**config.mk**
```make
export PLATFORM = sky130hd
export DESIGN_NAME = sprite_sdr_reader
export DESIGN_NICKNAME = d
export VERILOG_FILES = /design/src/rtl/sprite_sdr_reader.sv
export SDC_FILE = /design/constraint.sdc
export NUM_CORES = 1
export LEC_CHECK = 0
export BUFFER_PORTS_ARGS = -buffer_cell sky130_fd_sc_hd__buf_2
export CAP_MARGIN = 20
export CORE_MARGIN = 2
export CORE_UTILIZATION = 58
export DETAILED_ROUTE_END_ITERATION = 6
export GPL_ROUTABILITY_DRIVEN = 0
export PLACE_DENSITY = 0.88
export RECOVER_POWER = 25
export SLEW_MARGIN = 20
export SYNTH_ARGS = -nofsm -noshare
export SYNTH_HDL_FRONTEND = slang
export SYNTH_SLANG_ARGS = --single-unit
export TNS_END_PERCENT = 100
```
**constraint.sdc**
```tcl
create_clock -name CLK_96M -period 7.5 [get_ports CLK_96M]
set_clock_uncertainty 0.2 [all_clocks]
set_input_delay 0.75 -clock CLK_96M [delete_from_list [all_inputs] [get_ports CLK_96M]]
set_output_delay 0.75 -clock CLK_96M [all_outputs]
set_load 0.05 [all_outputs]
```
**src/rtl/sprite_sdr_reader.sv**
```systemverilog
// Sprite ROM fetch responder: turns a 64-bit fetch request into a 4-beat x16 SDRAM burst,
// with a one-entry last-address cache and a sticky timeout error.
module sprite_sdr_reader #(
  parameter int unsigned CACHE_EN = 1,
  parameter int unsigned TIMEOUT  = 255
) (
  input  logic        CLK_96M,
  input  logic        reset,
  input  logic        sdr_req,
  input  logic [23:0] sdr_addr,
  output logic [63:0] sdr_data,
  output logic        sdr_rdy,
  output logic        mem_req,
  output logic [23:0] mem_addr,
  input  logic        mem_ack,
  input  logic [15:0] mem_dout,
  input  logic        mem_dvalid,
  input  logic        cache_inv,
  output logic        err
);

  typedef enum logic [1:0] {S_IDLE, S_ISSUE, S_COLLECT, S_DONE} state_t;

  localparam logic [7:0] TMO_LIM = 8'(TIMEOUT);

  state_t      state_q;
  logic        pending_q;
  logic        valid_q;
  logic [23:0] pend_addr_q;
  logic [23:0] tag_q;
  logic [23:0] mem_addr_q;
  logic [63:0] data_q;
  logic [1:0]  cnt_q;
  logic [7:0]  tmo_q;
  logic        mem_req_q;
  logic        err_q;

  logic [23:0] req_addr;
  logic [23:0] start_addr;
  logic        hit;
  logic        busy;
  logic        abort;

  assign req_addr   = {sdr_addr[23:2], 2'b00};
  // A fresh strobe in IDLE takes priority over a pending (older) request.
  assign start_addr = sdr_req ? req_addr : pend_addr_q;
  assign hit        = (CACHE_EN != 0) && valid_q && !cache_inv && (start_addr == tag_q);
  assign busy       = (state_q == S_ISSUE) || (state_q == S_COLLECT);
  assign abort      = busy && (tmo_q == TMO_LIM);

  assign sdr_rdy  = (state_q == S_IDLE) && !sdr_req && !pending_q;
  assign sdr_data = data_q;
  assign mem_req  = mem_req_q;
  assign mem_addr = mem_addr_q;
  assign err      = err_q;

  always_ff @(posedge CLK_96M) begin
    if (reset) begin
      state_q     <= S_IDLE;
      pending_q   <= 1'b0;
      valid_q     <= 1'b0;
      pend_addr_q <= '0;
      tag_q       <= '0;
      mem_addr_q  <= '0;
      data_q      <= '0;
      cnt_q       <= '0;
      tmo_q       <= '0;
      mem_req_q   <= 1'b0;
      err_q       <= 1'b0;
    end else begin
      if (abort) begin
        mem_req_q <= 1'b0;
        err_q     <= 1'b1;
        valid_q   <= 1'b0;
        state_q   <= S_DONE;
      end else begin
        unique case (state_q)
          S_IDLE: begin
            if (sdr_req || pending_q) begin
              pending_q <= 1'b0;
              if (hit) begin
                state_q <= S_DONE;
              end else begin
                mem_addr_q <= start_addr;
                mem_req_q  <= 1'b1;
                tmo_q      <= '0;
                cnt_q      <= '0;
                state_q    <= S_ISSUE;
              end
            end
          end
          S_ISSUE: begin
            tmo_q <= tmo_q + 8'd1;
            if (mem_ack) begin
              mem_req_q <= 1'b0;
              state_q   <= S_COLLECT;
            end
          end
          S_COLLECT: begin
            tmo_q <= tmo_q + 8'd1;
            if (mem_dvalid) begin
              data_q[{cnt_q, 4'b0000} +: 16] <= mem_dout;
              cnt_q <= cnt_q + 2'd1;
              if (cnt_q == 2'd3) begin
                tag_q   <= mem_addr_q;
                valid_q <= 1'b1;
                state_q <= S_DONE;
              end
            end
          end
          S_DONE: state_q <= S_IDLE;
          default: state_q <= S_IDLE;
        endcase
      end

      // Requests arriving while busy are queued; the newest address overwrites older ones.
      if (state_q != S_IDLE && sdr_req) begin
        pending_q   <= 1'b1;
        pend_addr_q <= req_addr;
      end

      if (cache_inv) valid_q <= 1'b0;
    end
  end

endmodule

```
==> flow_summary_export.csv <==
group,metric,value,unit
outcome,outcome,"finished clean",
cells_and_area,fill_cells,841,
timing,drv_slew,0,
worst_setup_path,crit_required,7.75,ns
synthesis,synth_top_area_cell,"dfxtp_1",
worst_hold_path,hp-class,"primary input to flip-flop",
worst_setup_path,crit_buf_inv,2,
drt,wl_per_cell,15.84,um
worst_setup_path,slowest_delay,0.65,ns
synthesis,yosys.area.top_type_share,46.84,%
global_routing,antenna_found_initial,0,
power,power_density,341.7,nW/um^2
floorplan,rows,37,
floorplan,initial_core_util,60.17,%
clock_tree,clk_pin_slew,0.06,ns
floorplan,die_area,11600,um^2
clock_tree,cts_resized,0,
synthesis,yosys.area_share.adder,2.005,%
placed_design,port_buffers,132,
worst_setup_path,cp-end-kind,"flip-flop",
timing,slew_headroom,30.69,%
clock_tree,cts.path.max_buffers,2,
synthesis,yosysWarnings,0,
floorplan,die_x,107.7,um
drt,route.detailed.drc,0,
clock_tree,post_cts_buffers,0,
power,leakage,0.002632,uW
timing,setup_viol,0,
timing,fmaxAchievable,294.7,MHz
worst_setup_path,path_cells,"buf_2 > mux2i_1 > xnor2_1 > nor4_1 > and4_1 > a21oi_4 > buf_4 > nor2_1 > a211oi_2",
flow_run,maxCapViolations,0,
synthesis,synth_mux_area_share,4.652,%
cells_and_area,drive_gt1_share,18.07,%
drt,drt-total-wl,15.75,mm
global_routing,grt_pass1_wl,25.75,mm
cells_and_area,nets,901,
worst_setup_path,crit_path_start_kind,"primary input",
global_routing,grt_max_degree,76,
clock_tree,htreeDepth,4,
synthesis,synth_xor_area_share,3.088,%
worst_setup_path,crit_family,"buffers and inverters",
power,p_sw,939.1,uW
floorplan,core_area,10370,um^2
timing,period_minus_slack,3.394,ns
synthesis,syn_avg_cell_area,8.478,um^2
clock_tree,clk_latency,0.53,ns
global_routing,grt_usage,27.99,%
timing,whs,0.2166,ns
synthesis,ys_ff_latch,146,
clock_tree,ctsHoldBuffers,0,
clock_tree,cts_buffers,17,
synthesis,netlist_area,6240,um^2
global_routing,grt_pass1_vias,5320,
timing,tns,0,ns
synthesis,synth_area_leaders,"dfxtp_1 47%, nand2_1 10%, a21oi_1 9.0%",
power,share_seq_of_total_power,36.3,%
synthesis,synth_cells,736,
floorplan,boundaryPins,137,
synthesis,synth_top_family_by_area,"simple AND/OR/NAND/NOR gates",
synthesis,yosysSeqAreaShare,46.84,%
drt,dr.pass1.iters,5,
synthesis,yosys.area_share.simple,22.20,%
synthesis,synth_top_flop_cell,"dfxtp_1",
timing,period_share,45.25,%
worst_setup_path,path_max_fanout,32,
timing,hold_viol_final,0,
synthesis,synth_cell_type_count,47,
worst_setup_path,arrival,3.64,ns
timing,tightest_slew,1.035,ns
floorplan,die_h,107.7,um
worst_setup_path,critPathKind,"primary input to flip-flop",
placed_design,dp_hpwl,10.53,mm
drt,via_count,5690,
clock_tree,cts_num_sinks,146,
cells_and_area,area_growth,18.99,%
clock_tree,root_buffer,"clkbuf_8",
cells_and_area,final_util,71.60,%
power,switching_share,37.01,%
drt,dr.first_iter.drc_count,356,
power,combPwrFrac,29.7,%
drt,ant_nets,0,
cells_and_area,antenna_cells,0,
drt,viasPerCell,5.724,
global_routing,gr-total-overflow,0,
timing,rsz0062_at_grt,"no",
worst_setup_path,crit_slowest_cell,"buf_2",
clock_tree,cts_tree,"done",
power,p_int,1598,uW
synthesis,synth-edff-count,0,
power,power.share.clock,34.0,%
power,ir_drop,227.7,uV
synthesis,async_flop_share,0,%
synthesis,synth_compound_area_share,16.92,%
through the flow:
step,power (uW),instances,worst slack [ns],area (um^2)
global placement,1666,962,3.688,6890
floorplan,1526,737,4.054,6243
detailed placement,1684,962,3.604,6890
CTS,2541,994,4.135,7496
finish,2537,994,4.106,7425
global route,2651,994,3.944,7425
synthesized netlist by cell type, types with 2 or more instances:
library cell,number
nor3b_1,3
buf_6,5
nor4_1,10
nand2b_1,2
o22ai_1,4
nor3_1,8
and2_1,3
ha_1,10
a22o_1,5
xnor2_1,22
a211oi_2,22
o211ai_1,2
buf_1,3
nor2_1,32
clkbuf_1,37
nor2b_1,6
buf_4,2
o21ai_0,9
nand3_1,67
inv_1,6
mux2i_2,10
mux2i_1,13
dfxtp_1,146
a21oi_1,112
nand2_1,172
mux2_2,2
and2_0,3
path summary, 6_finish.rpt:
kind / from / end / slack [ns] / cells after the start
setup / recovery: sdr_req / mem_addr[14] / 4.11 / 9
hold / removal: cache_inv / valid_q / 0.22 / 2
setup reg to reg: state_q[0] / tag_q[12] / 4.36 / 8
hold reg to reg: sdr_data[30] / sdr_data[30] / 0.25 / 2
flip-flops by register name (all words and copies together), names as in the netlist, 2 cells and up:
signal and cells:
tmo_q 8, pend_addr_q 22, cnt_q 2, state_q 2, mem_addr 22, sdr_data 64, tag_q 22
power by group through the flow:
| stage | sequential, uW | clock (uW) | combinational, uW |
|---|---|---|---|
| detailed placement | 935 | 0 | 749 |
| global placement | 931 | 0 | 734 |
| floorplan | 1100 | 0 | 426 |
| finish | 921 | 862 | 754 |
| global route | 929 | 904 | 818 |
| CTS | 919 | 867 | 754 |
layout make-up:
cell class                 count  area, um^2  area share, %
clock buffer                  19       431.7          5.814
inverter                       6       22.52         0.3033
clock inverter                13       173.9          2.342
sequential                   146        2923          39.37
timing repair buffer         138       636.9          8.578
tap                          136       170.2          2.292
multi-input combinational    536        3067          41.30
cells by family after synthesis:
kind of cell / after synthesis
buf+inv: 55
fa+ha+maj: 10
mux: 25
flops: 146
xor+xnor: 22
simple gates: 315
compound gates: 162
other cells: 1
cell usage in the layout (no fill, tap or decap), types with 7 or more instances in the layout:
cell         n
buf_2       74
o21ai_0      9
mux2i_1     13
nor2_1      32
a211oi_2    22
nand3_1     67
nor4_1      10
ha_1        10
dfxtp_1    146
mux2i_2     10
a21oi_1    112
buf_4        7
nor3_1       8
clkbuf_1    58
clkbuf_16   16
xnor2_1     22
nand2_1    172
worst register-to-register path, delay by kind of cell (launching register included):
kind,cells,cell delay [ns]
DFF,1,0.36
and+or+nand+nor,5,1.86
buffers and inverters,1,0.07
adders and majority gates,1,0.39
AOI/OAI and AO/OA,1,0.17
routing by layer:
metal	up-vias	part of all wire (%)	routed length (um)	GRT usage (%)
met5	-	0	0	0
met4	0	1.5	244	9.249
met3	29	7.6	1191	7.385
met2	237	49	7681	45.37
met1	2675	42	6631	36.29
li1	2749	-	-	-
Note: power is estimated with default switching activity, not from simulation.
